**config.mk**
```make
export PLATFORM = sky130hd
export DESIGN_NAME = dvs_spike_scheduler_flat
export DESIGN_NICKNAME = d
export VERILOG_FILES = /design/src/rtl/dvs_ravens_pkg.sv /design/src/rtl/dvs_spike_scheduler_if.sv /design/src/rtl/dvs_event_fifo.sv /design/src/rtl/dvs_event_to_ravens_spike.sv /design/src/rtl/dvs_spike_scheduler.sv /design/src/flat_wrapper.sv
export SDC_FILE = /design/constraint.sdc
export NUM_CORES = 1
export LEC_CHECK = 0
export CAP_MARGIN = 20
export CORE_ASPECT_RATIO = 1.1
export CORE_MARGIN = 4
export CORE_UTILIZATION = 35
export DETAILED_ROUTE_END_ITERATION = 6
export GPL_TIMING_DRIVEN = 1
export PLACE_DENSITY = 0.56
export SYNTH_ARGS = -nofsm -noshare
export SYNTH_HDL_FRONTEND = slang
export SYNTH_HIERARCHICAL = 1
export SYNTH_SLANG_ARGS = --single-unit
```
**constraint.sdc**
```tcl
create_clock -name clk -period 15.53 [get_ports clk]
set_clock_uncertainty 0.15 [all_clocks]
set_input_delay 2.3295 -clock clk [delete_from_list [all_inputs] [get_ports clk]]
set_output_delay 2.3295 -clock clk [all_outputs]
set_load 0.1 [all_outputs]
```
**src/rtl/dvs_ravens_pkg.sv**
```systemverilog
// Shared constants and types for the DVS -> RAVENS spike path.
package dvs_ravens_pkg;

  localparam int DVS_X_ADDR_BITS = 7;
  localparam int DVS_Y_ADDR_BITS = 7;
  localparam int DVS_WIDTH_PXLS  = 128;
  localparam int EVENT_BITS      = 31;
  localparam int RAVENS_PKT_BITS = 32;

  // Timestamp field is what is left after x, y and polarity.
  localparam int DVS_TS_BITS = EVENT_BITS - DVS_X_ADDR_BITS - DVS_Y_ADDR_BITS - 1;

  typedef enum logic [1:0] {SCHED_UNSYNC, SCHED_WAIT, SCHED_SEND} sched_state_t;

endpackage

```
**src/rtl/dvs_spike_scheduler_if.sv**
```systemverilog
// Event-in / spike-out handshake bundle of the spike scheduler.
interface dvs_spike_scheduler_if;
  import dvs_ravens_pkg::*;

  logic                       evt_valid;
  logic                       evt_ready;
  logic [EVENT_BITS-1:0]      evt_data;
  logic                       spk_valid;
  logic                       spk_ready;
  logic [RAVENS_PKT_BITS-1:0] spk_data;

  // Scheduler side: consumes events, produces spikes.
  modport slave  (input  evt_valid, evt_data, spk_ready,
                  output evt_ready, spk_valid, spk_data);
  // Environment side: produces events, consumes spikes.
  modport master (output evt_valid, evt_data, spk_ready,
                  input  evt_ready, spk_valid, spk_data);
endinterface

```
**src/rtl/dvs_event_fifo.sv**
```systemverilog
// Synchronous first-word-fall-through FIFO with full/empty flags.
module dvs_event_fifo #(
  parameter int WIDTH = 8,
  parameter int DEPTH = 8
) (
  input  logic             clk,
  input  logic             rst_n,
  input  logic             i_flush,
  input  logic             i_push,
  input  logic [WIDTH-1:0] i_data,
  input  logic             i_pop,
  output logic [WIDTH-1:0] o_data,
  output logic             o_full,
  output logic             o_empty
);
  localparam int            AW       = $clog2(DEPTH);
  localparam logic [AW:0]   ONE      = (AW+1)'(1);
  localparam logic [AW:0]   FULL_XOR = {1'b1, {AW{1'b0}}};

  logic [WIDTH-1:0] r_mem [DEPTH];
  logic [AW:0]      r_wr;
  logic [AW:0]      r_rd;
  logic             w_push;
  logic             w_pop;

  assign w_push  = i_push & ~o_full & ~i_flush;
  assign w_pop   = i_pop & ~o_empty & ~i_flush;
  assign o_empty = (r_wr == r_rd);
  assign o_full  = ((r_wr ^ r_rd) == FULL_XOR);
  assign o_data  = r_mem[r_rd[AW-1:0]];

  // Pointer update; the extra MSB tells full from empty.
  always_ff @(posedge clk or negedge rst_n) begin
    if (!rst_n) begin
      r_wr <= '0;
      r_rd <= '0;
    end else if (i_flush) begin
      r_wr <= '0;
      r_rd <= '0;
    end else begin
      if (w_push) r_wr <= r_wr + ONE;
      if (w_pop)  r_rd <= r_rd + ONE;
    end
  end

  // Storage needs no reset: empty pointers hide stale words.
  always_ff @(posedge clk) begin
    if (w_push) r_mem[r_wr[AW-1:0]] <= i_data;
  end
endmodule

```
**src/rtl/dvs_event_to_ravens_spike.sv**
```systemverilog
// Combinational DVS event -> RAVENS input spike packet mapping.
module dvs_event_to_ravens_spike
  import dvs_ravens_pkg::*;
(
  input  logic [EVENT_BITS-1:0]      i_evt,
  output logic [RAVENS_PKT_BITS-1:0] o_pkt
);
  logic [DVS_X_ADDR_BITS-1:0] w_x;
  logic [DVS_Y_ADDR_BITS-1:0] w_y;
  logic [7:0]                 w_idx;
  logic                       w_unused;

  assign w_x = i_evt[EVENT_BITS-1 -: DVS_X_ADDR_BITS];
  assign w_y = i_evt[EVENT_BITS-1-DVS_X_ADDR_BITS -: DVS_Y_ADDR_BITS];
  // Polarity and timestamp play no part in addressing.
  assign w_unused = ^i_evt[DVS_TS_BITS:0];

  // Pixel index modulo 256; core from the upper nibble, neuron from the lower.
  assign w_idx = 8'(w_x) + 8'(w_y) * 8'(DVS_WIDTH_PXLS);
  assign o_pkt = {3'b0, 16'b0, w_idx[7:4], w_idx[3:0], 5'b0};
endmodule

```
**src/rtl/dvs_spike_scheduler.sv**
```systemverilog
// Timestamp-paced release of buffered DVS events as RAVENS input spikes.
module dvs_spike_scheduler
  import dvs_ravens_pkg::*;
#(
  parameter int FIFO_DEPTH  = 8,
  parameter int TICK_CYCLES = 100,
  parameter int MAX_LAG_US  = 1000
) (
  input  logic                   clk,
  input  logic                   rst_n,
  input  logic                   enable,
  input  logic                   flush,
  dvs_spike_scheduler_if.slave   bus,
  output logic [DVS_TS_BITS-1:0] now_us,
  output logic [15:0]            drop_cnt
);
  localparam int                            PW       = (TICK_CYCLES > 1) ? $clog2(TICK_CYCLES) : 1;
  localparam logic [PW-1:0]                 PRE_LAST = PW'(TICK_CYCLES - 1);
  localparam logic signed [DVS_TS_BITS-1:0] MAX_LAG  = DVS_TS_BITS'(MAX_LAG_US);

  sched_state_t               r_state, w_state_nxt;
  logic                       r_live;
  logic [PW-1:0]              r_pre;
  logic [DVS_TS_BITS-1:0]     r_now;
  logic [15:0]                r_drop;
  logic                       r_spk_valid;
  logic [RAVENS_PKT_BITS-1:0] r_spk_data;

  logic [EVENT_BITS-1:0]         w_head;
  logic                          w_full, w_empty, w_push, w_pop;
  logic [RAVENS_PKT_BITS-1:0]    w_pkt;
  logic signed [DVS_TS_BITS-1:0] w_lag;
  logic                          w_due, w_stale;
  logic                          w_sync, w_load, w_drop_inc, w_spk_clr;

  // r_live keeps evt_ready low while reset is asserted.
  assign bus.evt_ready = r_live & ~w_full & ~flush;
  assign w_push        = bus.evt_valid & bus.evt_ready;
  assign bus.spk_valid = r_spk_valid;
  assign bus.spk_data  = r_spk_data;
  assign now_us        = r_now;
  assign drop_cnt      = r_drop;

  dvs_event_fifo #(.WIDTH(EVENT_BITS), .DEPTH(FIFO_DEPTH)) u_fifo (
    .clk     (clk),
    .rst_n   (rst_n),
    .i_flush (flush),
    .i_push  (w_push),
    .i_data  (bus.evt_data),
    .i_pop   (w_pop),
    .o_data  (w_head),
    .o_full  (w_full),
    .o_empty (w_empty)
  );

  dvs_event_to_ravens_spike u_conv (
    .i_evt (w_head),
    .o_pkt (w_pkt)
  );

  // Modular difference read as signed handles timestamp wrap for free.
  assign w_lag   = $signed(r_now - w_head[DVS_TS_BITS-1:0]);
  assign w_due   = ~w_lag[DVS_TS_BITS-1];
  assign w_stale = (w_lag > MAX_LAG);

  // Out-of-reset marker.
  always_ff @(posedge clk or negedge rst_n) begin
    if (!rst_n) r_live <= 1'b0;
    else        r_live <= 1'b1;
  end

  // State register; flush forces a re-sync.
  always_ff @(posedge clk or negedge rst_n) begin
    if (!rst_n)     r_state <= SCHED_UNSYNC;
    else if (flush) r_state <= SCHED_UNSYNC;
    else            r_state <= w_state_nxt;
  end

  // Next state and per-cycle actions; stale drops win over release and ignore enable.
  always_comb begin
    w_state_nxt = r_state;
    w_sync      = 1'b0;
    w_pop       = 1'b0;
    w_load      = 1'b0;
    w_drop_inc  = 1'b0;
    w_spk_clr   = 1'b0;
    if (!flush) begin
      case (r_state)
        SCHED_UNSYNC: if (!w_empty) begin
          w_sync      = 1'b1;
          w_state_nxt = SCHED_WAIT;
        end
        SCHED_WAIT: if (!w_empty) begin
          if (w_stale) begin
            w_pop      = 1'b1;
            w_drop_inc = 1'b1;
          end else if (w_due && enable) begin
            w_pop       = 1'b1;
            w_load      = 1'b1;
            w_state_nxt = SCHED_SEND;
          end
        end
        SCHED_SEND: if (bus.spk_ready) begin
          w_spk_clr   = 1'b1;
          w_state_nxt = SCHED_WAIT;
        end
        default: w_state_nxt = SCHED_UNSYNC;
      endcase
    end
  end

  // Prescaler and microsecond timebase; frozen until synced, now_us survives flush.
  always_ff @(posedge clk or negedge rst_n) begin
    if (!rst_n) begin
      r_pre <= '0;
      r_now <= '0;
    end else if (flush) begin
      r_pre <= '0;
    end else if (w_sync) begin
      r_pre <= '0;
      r_now <= w_head[DVS_TS_BITS-1:0];
    end else if (r_state != SCHED_UNSYNC) begin
      if (r_pre == PRE_LAST) begin
        r_pre <= '0;
        r_now <= r_now + DVS_TS_BITS'(1);
      end else begin
        r_pre <= r_pre + PW'(1);
      end
    end
  end

  // Saturating stale-event counter.
  always_ff @(posedge clk or negedge rst_n) begin
    if (!rst_n)                             r_drop <= '0;
    else if (flush)                         r_drop <= '0;
    else if (w_drop_inc && r_drop != 16'hFFFF) r_drop <= r_drop + 16'd1;
  end

  // Spike output register, held stable until accepted.
  always_ff @(posedge clk or negedge rst_n) begin
    if (!rst_n) begin
      r_spk_valid <= 1'b0;
      r_spk_data  <= '0;
    end else if (flush) begin
      r_spk_valid <= 1'b0;
      r_spk_data  <= '0;
    end else if (w_load) begin
      r_spk_valid <= 1'b1;
      r_spk_data  <= w_pkt;
    end else if (w_spk_clr) begin
      r_spk_valid <= 1'b0;
    end
  end
endmodule

```
**src/flat_wrapper.sv**
```systemverilog
// flat-port wrapper written by rule: the top's interface ports become plain ports
module dvs_spike_scheduler_flat import dvs_ravens_pkg::*;
#(
  parameter int FIFO_DEPTH  = 8,
  parameter int TICK_CYCLES = 100,
  parameter int MAX_LAG_US  = 1000
)
  (clk, rst_n, enable, flush, now_us, drop_cnt, bus_evt_valid, bus_evt_data, bus_spk_ready, bus_evt_ready, bus_spk_valid, bus_spk_data);
  dvs_spike_scheduler_if bus_i ();
  input  logic clk;
  input  logic rst_n;
  input  logic enable;
  input  logic flush;
  output logic [DVS_TS_BITS-1:0] now_us;
  output logic [15:0] drop_cnt;
  input wire logic [$bits(bus_i.evt_valid)-1:0] bus_evt_valid;
  input wire logic [$bits(bus_i.evt_data)-1:0] bus_evt_data;
  input wire logic [$bits(bus_i.spk_ready)-1:0] bus_spk_ready;
  output wire logic [$bits(bus_i.evt_ready)-1:0] bus_evt_ready;
  output wire logic [$bits(bus_i.spk_valid)-1:0] bus_spk_valid;
  output wire logic [$bits(bus_i.spk_data)-1:0] bus_spk_data;
  assign bus_i.evt_valid = bus_evt_valid;
  assign bus_i.evt_data = bus_evt_data;
  assign bus_i.spk_ready = bus_spk_ready;
  assign bus_evt_ready = bus_i.evt_ready;
  assign bus_spk_valid = bus_i.spk_valid;
  assign bus_spk_data = bus_i.spk_data;
  dvs_spike_scheduler #(.FIFO_DEPTH(FIFO_DEPTH), .TICK_CYCLES(TICK_CYCLES), .MAX_LAG_US(MAX_LAG_US)) u_core (.clk(clk), .rst_n(rst_n), .enable(enable), .flush(flush), .bus(bus_i), .now_us(now_us), .drop_cnt(drop_cnt));
endmodule
```
==> results.md, run 1 <==
- The flow ran to the end, and the final reports show no timing, DRC or antenna violations.
- The timing-limited maximum frequency is 144 MHz.
- In this run the tightest slew margin relative to its limit is 0.296.
- The worst endpoint required time is 13,050 ps.
- The post-synthesis average cell area is 14.9 µm².
- In this run, the number of DRC markers left after iteration 0 of detailed routing was 418.
- Synthesis handed over a netlist of 854 instances.
- Entering global routing, the biggest net connects 53 pins.
- The number of antenna violations at the first check in global routing is 3.
- Setup violations remaining at the end of the flow were counted as 0.
- The number of warnings issued by yosys is 6.
- The share of the clock period used by the worst path is 0.448.
- IR analysis of the VDD net gives a maximum drop of 0.0779 mV.
- The worst min-delay path category is reg2reg.
- The number of ports placed on the die boundary is 103.
- The deepest clock path buffer count is 3.
- The final hold violation count came to 0.
- Of the cells placed in the final design, the portion with a size suffix greater than 1 is 0.155.
- In the global route stage, overall resource usage came out at 0.137.
- The clock tree from TritonCTS is done.
- The later pin in the worst-skew pair is clocked with a latency of 540 ps.
- The area overhead of the layout relative to synthesis is 17.9%.
- The synthesized netlist occupies a cell area of 12,700 µm².
- The routed layout has 7,382 vias.
- The critical path launch point type is an input port.
- The number of max-slew violations in the final report is 0.
- The shortest period the worst path allows is 6960 ps.
- After detailed routing, the number of remaining DRC violations is 0.
- The quantity of gates resized following cts is 0.
- For this run, the share of the core covered by cells in the final layout is 0.422.
- In this run the number of H-tree levels came out at 1.
- Among the stages of the critical path, the cell type that occurs most often is sky130_fd_sc_hd__clkdlybuf4s50_1.
- The die area is 39,400 µm².
- The horizontal extent of the die is 190 µm.
- The sum of overflow across all layers after global routing is 0.
- The routed length per placed instance is 18.9 µm.
- For this design the ratio of total power to cell area is 117 nW/µm².
- The tool flagged a number of max-cap violations equal to 0.
- Together, buffers and inverters on the worst path number 3.
- In the final timing run, aggregate negative setup slack is 0 ps.
- The number of buffers inserted by hold repair at cts is 0.
- The routability-driven placement congestion ratio is 0.790.
- Along the worst path, the maximum fanout reaches 40.
- The library cell used as clock root buffer is sky130_fd_sc_hd__clkbuf_16.
- For the pin with the worst max-slew slack, the measured transition is 1050 ps.
- Row generation in the floorplan step produced 72 rows.
- The first-pass iteration count of the detailed router is 5.
- Clock-pin slew was measured on the worst setup and hold paths at 60 ps.
- The HPWL after detailed placement is 16,500 µm.
- The die height is 208 µm.
- The net count reported at finish is 1,002.
- The number of clock buffers added by TritonCTS is 28.
- Traced cell by cell, the critical path runs through clkdlybuf4s50_1 -> buf_4 -> nor3b_1 -> clkdlybuf4s50_1.
- Setup repair after global routing left no endpoint under its margin.
- The longest individual stage delay on the worst path is 1190 ps.
- The highest-delay cell along the critical path is sky130_fd_sc_hd__clkdlybuf4s50_1.
- The total length of routed wires is 27,300 µm.
- The smallest hold slack is 356 ps.
- The worst endpoint data arrival time is 4480 ps.
- The total number of clock tree sinks is 275.
- The detail route stage leaves a number of antenna-violating nets equal to 0.
- The element type at the critical path end is an output pin.
- The core footprint is 35,500 µm².
- Using the TritonRoute via totals, the vias-per-cell ratio works out to 5.10.
- The buffer count from post-CTS setup fixing is 0.
- For this configuration, the core starts out at a cell density of 0.358.
- The via count of the first global-routing pass came to 7,586.
- The first-pass GRT wire length is 43,300 µm.
- The analysis attributes to cell leakage a power of 5.35 nW.
- During placement, the flow inserted port buffers numbering 95.
- The kind of critical path is in2out.
- The top cell family by delay on the critical path is buffers and inverters.
-- area by class of cell --
cell class	count	area (µm²)
repair buffers	115	1120
flip-flops and latches	275	7850
inverters	26	97.6
clock inverters	18	200
well taps	481	602
fillers	3263	20500
multi-input cells	498	4350
clock buffers	34	764
diodes	1	2.50
-- per-layer routing --
metal  wire length (µm)  track usage  vias to the layer above
met5                 27            0                        -
met4                370       0.0274                        4
met3               1220       0.0261                       26
met2              13500        0.235                      122
met1              12200        0.182                     3738
li1                   -            -                     3492
-- report_power, final --
part	total [mW]	internal (mW)	switching, mW
combinational	0.237	0.0756	0.162
sequential	0.820	0.799	0.0216
clock	0.696	0.417	0.278
-- registers in the layout, summed over array words and instances, names as in the netlist --
name and flops:
u_core/u_fifo/r_wr 4, u_core/bus.spk_valid 1, u_core/r_state 2, u_core/r_live 1, u_core/now_us 16, u_core/r_pre 7
u_core/u_fifo/r_rd 4, u_core/u_fifo/r_mem 192, u_core/bus.spk_data 32, u_core/drop_cnt 16
-- worst register-to-register path, stage by stage, from the launching register on --
cell	delay [ps]
sky130_fd_sc_hd__dfrtp_2	910
sky130_fd_sc_hd__buf_4	590
sky130_fd_sc_hd__mux4_1	670
sky130_fd_sc_hd__mux2_2	350
sky130_fd_sc_hd__inv_1	80
sky130_fd_sc_hd__ha_1	210
sky130_fd_sc_hd__nor2b_1	140
sky130_fd_sc_hd__o2111ai_1	340
sky130_fd_sc_hd__nand3_1	130
sky130_fd_sc_hd__a221oi_1	300
sky130_fd_sc_hd__a32oi_1	150
sky130_fd_sc_hd__and4_1	200
sky130_fd_sc_hd__buf_4	230
sky130_fd_sc_hd__a21oi_1	370
sky130_fd_sc_hd__inv_1	70
sky130_fd_sc_hd__a41oi_1	280
sky130_fd_sc_hd__mux2_1	350
-- metrics by stage --
step	instance area [µm²]	std cells	power, mW	worst slack (ps)
after floorplan	12800	877	1.01	6990
after global placement	14000	1393	1.07	8560
after detailed placement	14000	1394	1.07	8540
after CTS	14900	1446	1.78	8530
after global routing	15000	1447	1.83	8400
final	15000	1448	1.75	8570
-- final timing paths --
path / start / endpoint / slack [ps] / cells after the start
setup / recovery: flush / bus_evt_ready / 8570 / 4
hold / removal: u_core/bus.spk_data[30] / u_core/bus.spk_data[30] / 360 / 1
setup reg to reg: u_core/u_fifo/r_rd[0] / u_core/u_fifo/r_rd[0] / 9890 / 16
hold reg to reg: u_core/bus.spk_data[30] / u_core/bus.spk_data[30] / 360 / 1
max in group asynchronous: rst_n / u_core/u_fifo/r_rd[0] / 12580 / 2
min in group asynchronous: rst_n / u_core/bus.spk_data[18] / 1590 / 1
-- cells in the final DEF (no fill, tap or decap), types with 6 or more instances in the layout --
cell / count
sky130_fd_sc_hd__mux4_1: 21
sky130_fd_sc_hd__xor2_1: 9
sky130_fd_sc_hd__a21o_1: 10
sky130_fd_sc_hd__mux4_2: 27
sky130_fd_sc_hd__nand3_1: 17
sky130_fd_sc_hd__and4_1: 10
sky130_fd_sc_hd__o31ai_1: 11
sky130_fd_sc_hd__inv_1: 25
sky130_fd_sc_hd__conb_1: 25
sky130_fd_sc_hd__o21ai_0: 26
sky130_fd_sc_hd__nand2b_1: 6
sky130_fd_sc_hd__nor2b_1: 8
sky130_fd_sc_hd__buf_4: 20
sky130_fd_sc_hd__mux2_2: 28
sky130_fd_sc_hd__clkdlybuf4s50_1: 94
sky130_fd_sc_hd__clkbuf_16: 29
sky130_fd_sc_hd__edfxtp_1: 192
sky130_fd_sc_hd__dfrtp_1: 81
sky130_fd_sc_hd__a22o_1: 32
sky130_fd_sc_hd__or2_2: 8
sky130_fd_sc_hd__or4_1: 12
sky130_fd_sc_hd__nand4_1: 12
sky130_fd_sc_hd__ha_1: 20
sky130_fd_sc_hd__xnor2_1: 6
sky130_fd_sc_hd__a21oi_1: 41
sky130_fd_sc_hd__and3_1: 8
sky130_fd_sc_hd__o22ai_1: 7
sky130_fd_sc_hd__nor2_1: 35
sky130_fd_sc_hd__nand2_1: 29
(Power assumes the default switching activity.)
==> run 2, diff against run 1 <==
--- a/config.mk
+++ b/config.mk
@@ -11,7 +11,7 @@
 export CORE_UTILIZATION = 35
 export DETAILED_ROUTE_END_ITERATION = 6
 export GPL_TIMING_DRIVEN = 1
-export PLACE_DENSITY = 0.56
+export PLACE_DENSITY = 0.58
 export SYNTH_ARGS = -nofsm -noshare
 export SYNTH_HDL_FRONTEND = slang
 export SYNTH_HIERARCHICAL = 1
==> constraint.sdc (replaced) <==
create_clock -name clk -period 6.05 [get_ports clk]
set_clock_uncertainty 0.15 [all_clocks]
set_input_delay 0.9075 -clock clk [delete_from_list [all_inputs] [get_ports clk]]
set_output_delay 0.9075 -clock clk [all_outputs]
set_load 0.1 [all_outputs]
==> run 2 against run 1 <==
Against the previous run: worst setup slack worse by 7600 ps; die area unchanged; clock-buffer cell count increased by 6; sequential power grew to 2.6 times the previous value; final cell count rose by 0.14%; critical path depth up 9; clock power rose by 130%; global-route usage down 0.22 points.
==> results.md, run 2 (synthesis results as in run 1) <==
- The leakage power is 5.31 nW (was 5.35 nW).
- The die height was 208 µm (unchanged).
- The violation count after the first detailed-route iteration was 315 (was 418).
- The number of max-slew violations in the final report is 0 (unchanged).
- The overall via count from detail_route is 7,439 (was 7,382).
- The via count of the first global-routing pass is 7,460 (was 7,586).
- The count of endpoints failing setup in the final report came to 0 (unchanged).
- The fraction of layout instances using a drive strength above 1 came to 0.153 (was 0.155).
- The area overhead of the layout relative to synthesis is 17.1% (was 17.9%).
- The first-pass iteration count of the detailed router is 5 (unchanged).
- The internal cell power came to 3.15 mW (was 1.29 mW).
- The starting density of the core is 0.358 (unchanged).
- The relative contribution of the clock network to total power is 0.372 (was 0.397).
- The quantity of gates resized following cts is 0 (unchanged).
- The pin count of the biggest net entering global routing is 61 (was 53).
- The port buffer count is 95 (unchanged).
- The clock insertion delay at the later pin of the skew report is 550 ps (was 540 ps).
- The routability-driven placement congestion ratio came to 0.758 (was 0.790).
- The tightest slew margin relative to the limit is 0.302 (was 0.296).
- The max-cap check violation count came to 0 (unchanged).
- The clock tree from TritonCTS is done (unchanged).
- The HPWL after detailed placement was 17,200 µm (was 16,500 µm).
- The proportion of power drawn by flip-flops and latches came to 0.488 (was 0.468).
- The sum of overflow across all layers after global routing is 0 (unchanged).
- The routed length per placed instance is 18.6 µm (was 18.9 µm).
- The number of antenna violations at the first check in global routing is 4 (was 3).
- The flip-flop count of the largest register, all copies and words added is 192 (unchanged).
- The H-tree depth is 1 (unchanged).
- The timing-limited maximum frequency is 198 MHz.
- The worst endpoint data arrival time is 5330 ps (was 4480 ps).
- The CTS clock-pin slew for the worst setup and hold paths is 60 ps (about the same).
- The switching part of the total came to 0.272 (was 0.263).
- The critical path launch point type is a register (was input port).
- The first-pass GRT wire length is 42,500 µm (was 43,300 µm).
- The CTS buffer count came to 29 (was 28).
- The overall fraction of global-route tracks in use is 0.135 (was 0.137).
- The minimum setup slack among reg-to-reg paths was 990 ps (was 9890 ps).
- The number of vias per cell after detailed routing came to 5.13 (was 5.10).
- The net count reported at finish is 1,006 (was 1,002).
- The combinational cell fraction of total power is 0.141 (was 0.135).
- The buffer count from post-CTS setup fixing came to 0 (unchanged).
- The number of buffers inserted by hold repair at cts is 0 (unchanged).
- The final hold violation count came to 0 (unchanged).
- The post-route antenna net violation count is 0 (unchanged).
- The horizontal extent of the die is 190 µm (unchanged).
- The library cell used as clock root buffer is sky130_fd_sc_hd__clkbuf_16 (unchanged).
- Setup repair after global routing missed its margin: false (unchanged).
- The die area is 39,400 µm² (unchanged).
- Top library cells by usage in the layout, fill and taps aside: 192 x sky130_fd_sc_hd__edfxtp_1, 93 x sky130_fd_sc_hd__clkdlybuf4s50_1, 81 x sky130_fd_sc_hd__dfrtp_1, 41 x sky130_fd_sc_hd__a21oi_1, 35 x sky130_fd_sc_hd__nor2_1 (was 192 x sky130_fd_sc_hd__edfxtp_1, 94 x sky130_fd_sc_hd__clkdlybuf4s50_1, 81 x sky130_fd_sc_hd__dfrtp_1, 41 x sky130_fd_sc_hd__a21oi_1, 35 x sky130_fd_sc_hd__nor2_1).
- The deepest clock path buffer count was 3 (unchanged).
- The slew at the pin closest to its max-slew limit came to 1040 ps (was 1050 ps).
- The largest fanout on the critical path is 32 (was 40).
- The most common cell after layout, fill and taps aside is sky130_fd_sc_hd__edfxtp_1 (unchanged).
- The sum of negative setup slack is 0 ps (unchanged).
- The worst min-delay path category is in2async (was reg2reg).
- Run status: finished clean (unchanged).
- The total DRC errors in the routed layout is 0 (unchanged).
- The power density over the cells is 290 nW/µm² (was 117 nW/µm²).
- The total length of routed wires came to 27,000 µm (was 27,300 µm).
- The kind of critical path is reg2reg (was in2out).
- The net switching component of the power is 1.17 mW (was 462 µW).
- The number of ports placed on the die boundary is 103 (unchanged).
- The core footprint is 35,500 µm² (unchanged).
- Of the available clock period, the critical path in the final layout requires 0.836.
- The standard-cell row count was 72 (unchanged).
- The smallest hold slack came to 116 ps (was 356 ps).
- The worst supply voltage drop on vdd is 0.186 mV (was 0.0779 mV).
- The worst endpoint required time is 6330 ps (was 13,050 ps).
- The shortest period the worst path allows is 5060 ps.
- The element type at the critical path end is a register (was output pin).
- The total number of clock tree sinks was 275 (unchanged).
## run 2: cell types whose count changed in the layout (fill, tap and decap cells not counted), sizes merged
cell / before / now
buf: 21 / 25
clkdlybuf4s50: 94 / 93
inv: 27 / 26
clkbuf: 34 / 40
bufinv: 4 / 0
clkinvlp: 3 / 2
clkinv: 10 / 9
## run 2: power by group through the flow
stage / clock [mW] / combinational (mW) / sequential (mW)
after floorplan: 0 / 0.272 / 2.32
after global placement: 0 / 0.600 / 2.14
after detailed placement: 0 / 0.608 / 2.15
after CTS: 1.66 / 0.610 / 2.11
after global routing: 1.74 / 0.652 / 2.11
final: 1.61 / 0.608 / 2.11
## run 2: routing by layer
layer	global-route usage	share of wire
met3	0.0286	0.049
met4	0.0314	0.012
met5	0	0.0023
met2	0.228	0.50
met1	0.178	0.44
## run 2: cell type report
class | count | area (µm²)
diodes | 1 | 2.50
clock buffers | 40 | 787
clock inverters | 11 | 62.6
fillers | 3283 | 20600
inverters | 26 | 97.6
multi-input cells | 498 | 4370
flip-flops and latches | 275 | 7850
well taps | 481 | 602
repair buffers | 118 | 1120
## run 2: worst max-delay path, stage by stage, from the launching register on
cell                      delay (ps)
sky130_fd_sc_hd__dfrtp_2         790
sky130_fd_sc_hd__buf_4           300
sky130_fd_sc_hd__mux4_1          560
sky130_fd_sc_hd__mux2_2          310
sky130_fd_sc_hd__inv_1            70
sky130_fd_sc_hd__ha_1            280
sky130_fd_sc_hd__a21oi_1         220
sky130_fd_sc_hd__o22ai_1         130
sky130_fd_sc_hd__or2_1           270
sky130_fd_sc_hd__or4_1           490
sky130_fd_sc_hd__nand3_1         100
sky130_fd_sc_hd__and4_1          350
sky130_fd_sc_hd__a41oi_4         490
sky130_fd_sc_hd__a22o_1          410
## run 2: through the flow
step                 util  instance area [µm²]  std cells  setup slack, ps  power (mW)
global placement    0.395                14000       1398             1040        2.74
detailed placement  0.395                14000       1398              990        2.75
global route        0.419                14900       1449              723        4.51
floorplan               -                12800        877              544        2.59
finish              0.419                14900       1450              993        4.32
CTS                 0.419                14900       1449              972        4.38
## run 2: final timing paths
path / to / startpoint / cells past startpoint
max in group asynchronous: u_core/u_fifo/r_rd[0] / rst_n / 2
hold / removal: u_core/now_us[8] / rst_n / 1
hold reg to reg: u_core/bus.spk_data[16] / u_core/bus.spk_data[16] / 1
min in group clk: u_core/bus.spk_data[16] / u_core/bus.spk_data[16] / 1
setup / recovery: u_core/bus.spk_data[10] / u_core/u_fifo/r_rd[0] / 13
setup reg to reg: u_core/bus.spk_data[10] / u_core/u_fifo/r_rd[0] / 13
==> run 3, diff against run 2 <==
--- a/config.mk
+++ b/config.mk
@@ -11,7 +11,7 @@
 export CORE_UTILIZATION = 35
 export DETAILED_ROUTE_END_ITERATION = 6
 export GPL_TIMING_DRIVEN = 1
-export PLACE_DENSITY = 0.58
+export PLACE_DENSITY = 0.56
 export SYNTH_ARGS = -nofsm -noshare
 export SYNTH_HDL_FRONTEND = slang
 export SYNTH_HIERARCHICAL = 1
==> constraint.sdc (replaced) <==
create_clock -name clk -period 4.8 [get_ports clk]
set_clock_uncertainty 0.15 [all_clocks]
set_input_delay 0.72 -clock clk [delete_from_list [all_inputs] [get_ports clk]]
set_output_delay 0.72 -clock clk [all_outputs]
set_load 0.1 [all_outputs]
==> run 3 against run 2 <==
Against the previous run: design area increased by 0.77%; routed wire length decreased by 0.19%; clock-buffer cell count shrank 8; die area stayed put; clock power increased by 22%; critical path depth rose by 2; hold slack got worse by 33 ps; sequential share of layout area fell by 0.40 points; power up 25%; largest power group unchanged.
==> results.md, run 3 (synthesis results as in run 1) <==
- The die height is 208 µm (unchanged).
- The CTS buffer count was 28 (was 29).
- The die area is 39,400 µm² (unchanged).
- The met2 layer wire length in the routed design was 13,700 µm (was 13,400 µm).
- The starting density of the core is 0.358 (unchanged).
- The worst min-delay path category was in2async (unchanged).
- The routed length per placed instance is 18.4 µm (was 18.6 µm).
- The share of the clock period used by the worst path is 0.934 (was 0.836).
- The count of endpoints failing setup in the final report is 0 (unchanged).
- The final hold violation count is 0 (unchanged).
- The tightest slew margin relative to the limit is 0.312 (was 0.302).
- The count of placed standard cells in the final layout, fillers left out is 1,462 (was 1,450).
- The kind of critical path is reg2reg (unchanged).
- The final-layout fill cell count was 3,254 (was 3,283).
- The post-route antenna net violation count was 0 (unchanged).
- The standard-cell row count is 72 (unchanged).
- The buffer count from post-CTS setup fixing is 0 (unchanged).
- The number of antenna violations at the first check in global routing is 2 (was 4).
- The library cell used as clock root buffer is sky130_fd_sc_hd__clkbuf_16 (unchanged).
- The net count reported at finish was 1,017 (was 1,006).
- The cell total after placement is 1,410 (was 1,398).
- The pin count of the biggest net entering global routing was 53 (was 61).
- Setup repair after global routing missed its margin: false (unchanged).
- The first-pass GRT wire length is 42,500 µm (about the same).
- The deepest clock path buffer count came to 3 (unchanged).
- The core footprint is 35,500 µm² (unchanged).
- The detailed-routing wirelength on met1 came to 11,700 µm (was 11,800 µm).
- The overall fraction of global-route tracks in use is 0.134 (was 0.135).
- The via count of the first global-routing pass came to 7,421 (was 7,460).
- The violation count after the first detailed-route iteration is 354 (was 315).
- The first-pass iteration count of the detailed router came to 4 (was 5).
- The worst setup slack after placement is 181 ps (was 990 ps).
- The horizontal extent of the die is 190 µm (unchanged).
- The number of max-slew violations in the final report is 0 (unchanged).
- The area occupied by multi-input gates is 4380 µm² (was 4370 µm²).
- The number of vias per cell after detailed routing is 5.08 (was 5.13).
- The most common cell after layout, fill and taps aside is sky130_fd_sc_hd__edfxtp_1 (unchanged).
- The sum of overflow across all layers after global routing was 0 (unchanged).
- The largest fanout on the critical path is 33 (was 32).
- The fraction of layout instances using a drive strength above 1 came to 0.169 (was 0.153).
- The final worst slack is 319 ps (was 993 ps).
- The H-tree depth is 1 (unchanged).
- The power density over the cells is 360 nW/µm² (was 290 nW/µm²).
- The max-cap check violation count is 0 (unchanged).
- Run status: finished clean (unchanged).
- The CTS clock-pin slew for the worst setup and hold paths is 60 ps (about the same).
- The slew at the pin closest to its max-slew limit is 1030 ps (was 1040 ps).
- The timing-limited maximum frequency is 223 MHz (was 198 MHz).
- The worst supply voltage drop on vdd is 0.233 mV (was 0.186 mV).
- The wire length on met3 is 1160 µm (was 1330 µm).
- The area taken by flip-flops and latches is 7850 µm² (unchanged).
- The flip-flop count of the largest register, all copies and words added is 192 (unchanged).
- The routability-driven placement congestion ratio came to 0.797 (was 0.758).
- The total DRC errors in the routed layout is 0 (unchanged).
- The sum of negative setup slack is 0 ps (unchanged).
- The number of ports placed on the die boundary is 103 (unchanged).
- The port buffer count is 95 (unchanged).
- The element type at the critical path end is a register (unchanged).
- The HPWL after detailed placement is 17,200 µm (about the same).
- The overall via count from detail_route is 7,428 (was 7,439).
- The topmost layer with routed signal wires is met5 (unchanged).
- The total power is 5.40 mW (was 4.32 mW).
- The worst endpoint data arrival time is 4740 ps (was 5330 ps).
- The worst endpoint required time is 5060 ps (was 6330 ps).
- Top library cells by usage in the layout, fill and taps aside: 192 x sky130_fd_sc_hd__edfxtp_1, 93 x sky130_fd_sc_hd__clkdlybuf4s50_1, 81 x sky130_fd_sc_hd__dfrtp_1, 39 x sky130_fd_sc_hd__a21oi_1, 35 x sky130_fd_sc_hd__nor2_1 (was 192 x sky130_fd_sc_hd__edfxtp_1, 93 x sky130_fd_sc_hd__clkdlybuf4s50_1, 81 x sky130_fd_sc_hd__dfrtp_1, 41 x sky130_fd_sc_hd__a21oi_1, 35 x sky130_fd_sc_hd__nor2_1).
- The post-route core utilization is 0.423 (was 0.419).
- The critical path launch point type was a register (unchanged).
- The total length of routed wires is 26,900 µm (was 27,000 µm).
- The shortest period the worst path allows is 4480 ps (was 5060 ps).
- The total number of clock tree sinks was 275 (unchanged).
- The clock tree from TritonCTS is done (unchanged).
- The clock insertion delay at the later pin of the skew report is 540 ps (was 550 ps).
- The leakage power is 5.37 nW (was 5.31 nW).
- The area overhead of the layout relative to synthesis was 18.0% (was 17.1%).
## run 3: final cells by class
cell class                 count  share of cell area
timing repair buffer         130              0.0825
clock buffer                  32              0.0491
inverter                      26             0.00651
sequential                   275               0.523
tap                          481              0.0401
clock inverter                18             0.00642
antenna                        2            0.000334
multi-input combinational    498               0.292
## run 3: per-stage QoR
step	instance area (µm²)	hold WS, ps
3_5_place_dp	14100	340
2_1_floorplan	12800	274
6_report	15000	83.0
5_1_grt	15000	144
3_3_place_gp	14100	338
4_1_cts	15000	117
## run 3: metal layers
layer	up-vias	track usage
met5	-	0
met4	2	0.0269
met3	30	0.0257
met2	114	0.231
met1	3754	0.177
li1	3528	-
## run 3: worst paths after layout
| kind | cells after the start | slack (ps) | to | start |
|---|---|---|---|---|
| max | 15 | 320 | u_core/r_state[1] | u_core/u_fifo/r_rd[0] |
| min | 1 | 80 | u_core/now_us[7] | rst_n |
| max reg2reg | 15 | 320 | u_core/r_state[1] | u_core/u_fifo/r_rd[0] |
| min reg2reg | 1 | 350 | u_core/bus.spk_data[0] | u_core/bus.spk_data[0] |
| max in group asynchronous | 2 | 3490 | u_core/bus.spk_data[10] | rst_n |
| min in group clk | 1 | 350 | u_core/bus.spk_data[0] | u_core/bus.spk_data[0] |
## run 3: repair_timing
action,4_1_cts,5_1_grt
gates resized for setup,0,4
hold buffers,0,0
setup endpoints to repair,0,11
## run 3: critical path, stage by stage (launching register included)
cell and delay, ps:
sky130_fd_sc_hd__dfrtp_2 430, sky130_fd_sc_hd__buf_12 220, sky130_fd_sc_hd__mux4_1 560, sky130_fd_sc_hd__mux2_2 320, sky130_fd_sc_hd__ha_1 220, sky130_fd_sc_hd__fa_1 410, sky130_fd_sc_hd__nor2b_1 170, sky130_fd_sc_hd__o2111ai_1 170
sky130_fd_sc_hd__nand2_1 140, sky130_fd_sc_hd__mux2i_1 240, sky130_fd_sc_hd__a32oi_1 130, sky130_fd_sc_hd__and4_2 280, sky130_fd_sc_hd__buf_6 200, sky130_fd_sc_hd__and4_1 220, sky130_fd_sc_hd__buf_4 180, sky130_fd_sc_hd__or2_2 300
## run 3: where the power goes
part,internal [mW],switching [mW]
logic,0.250,0.522
clock network,1.10,0.877
registers,2.58,0.0725
total,3.93,1.47
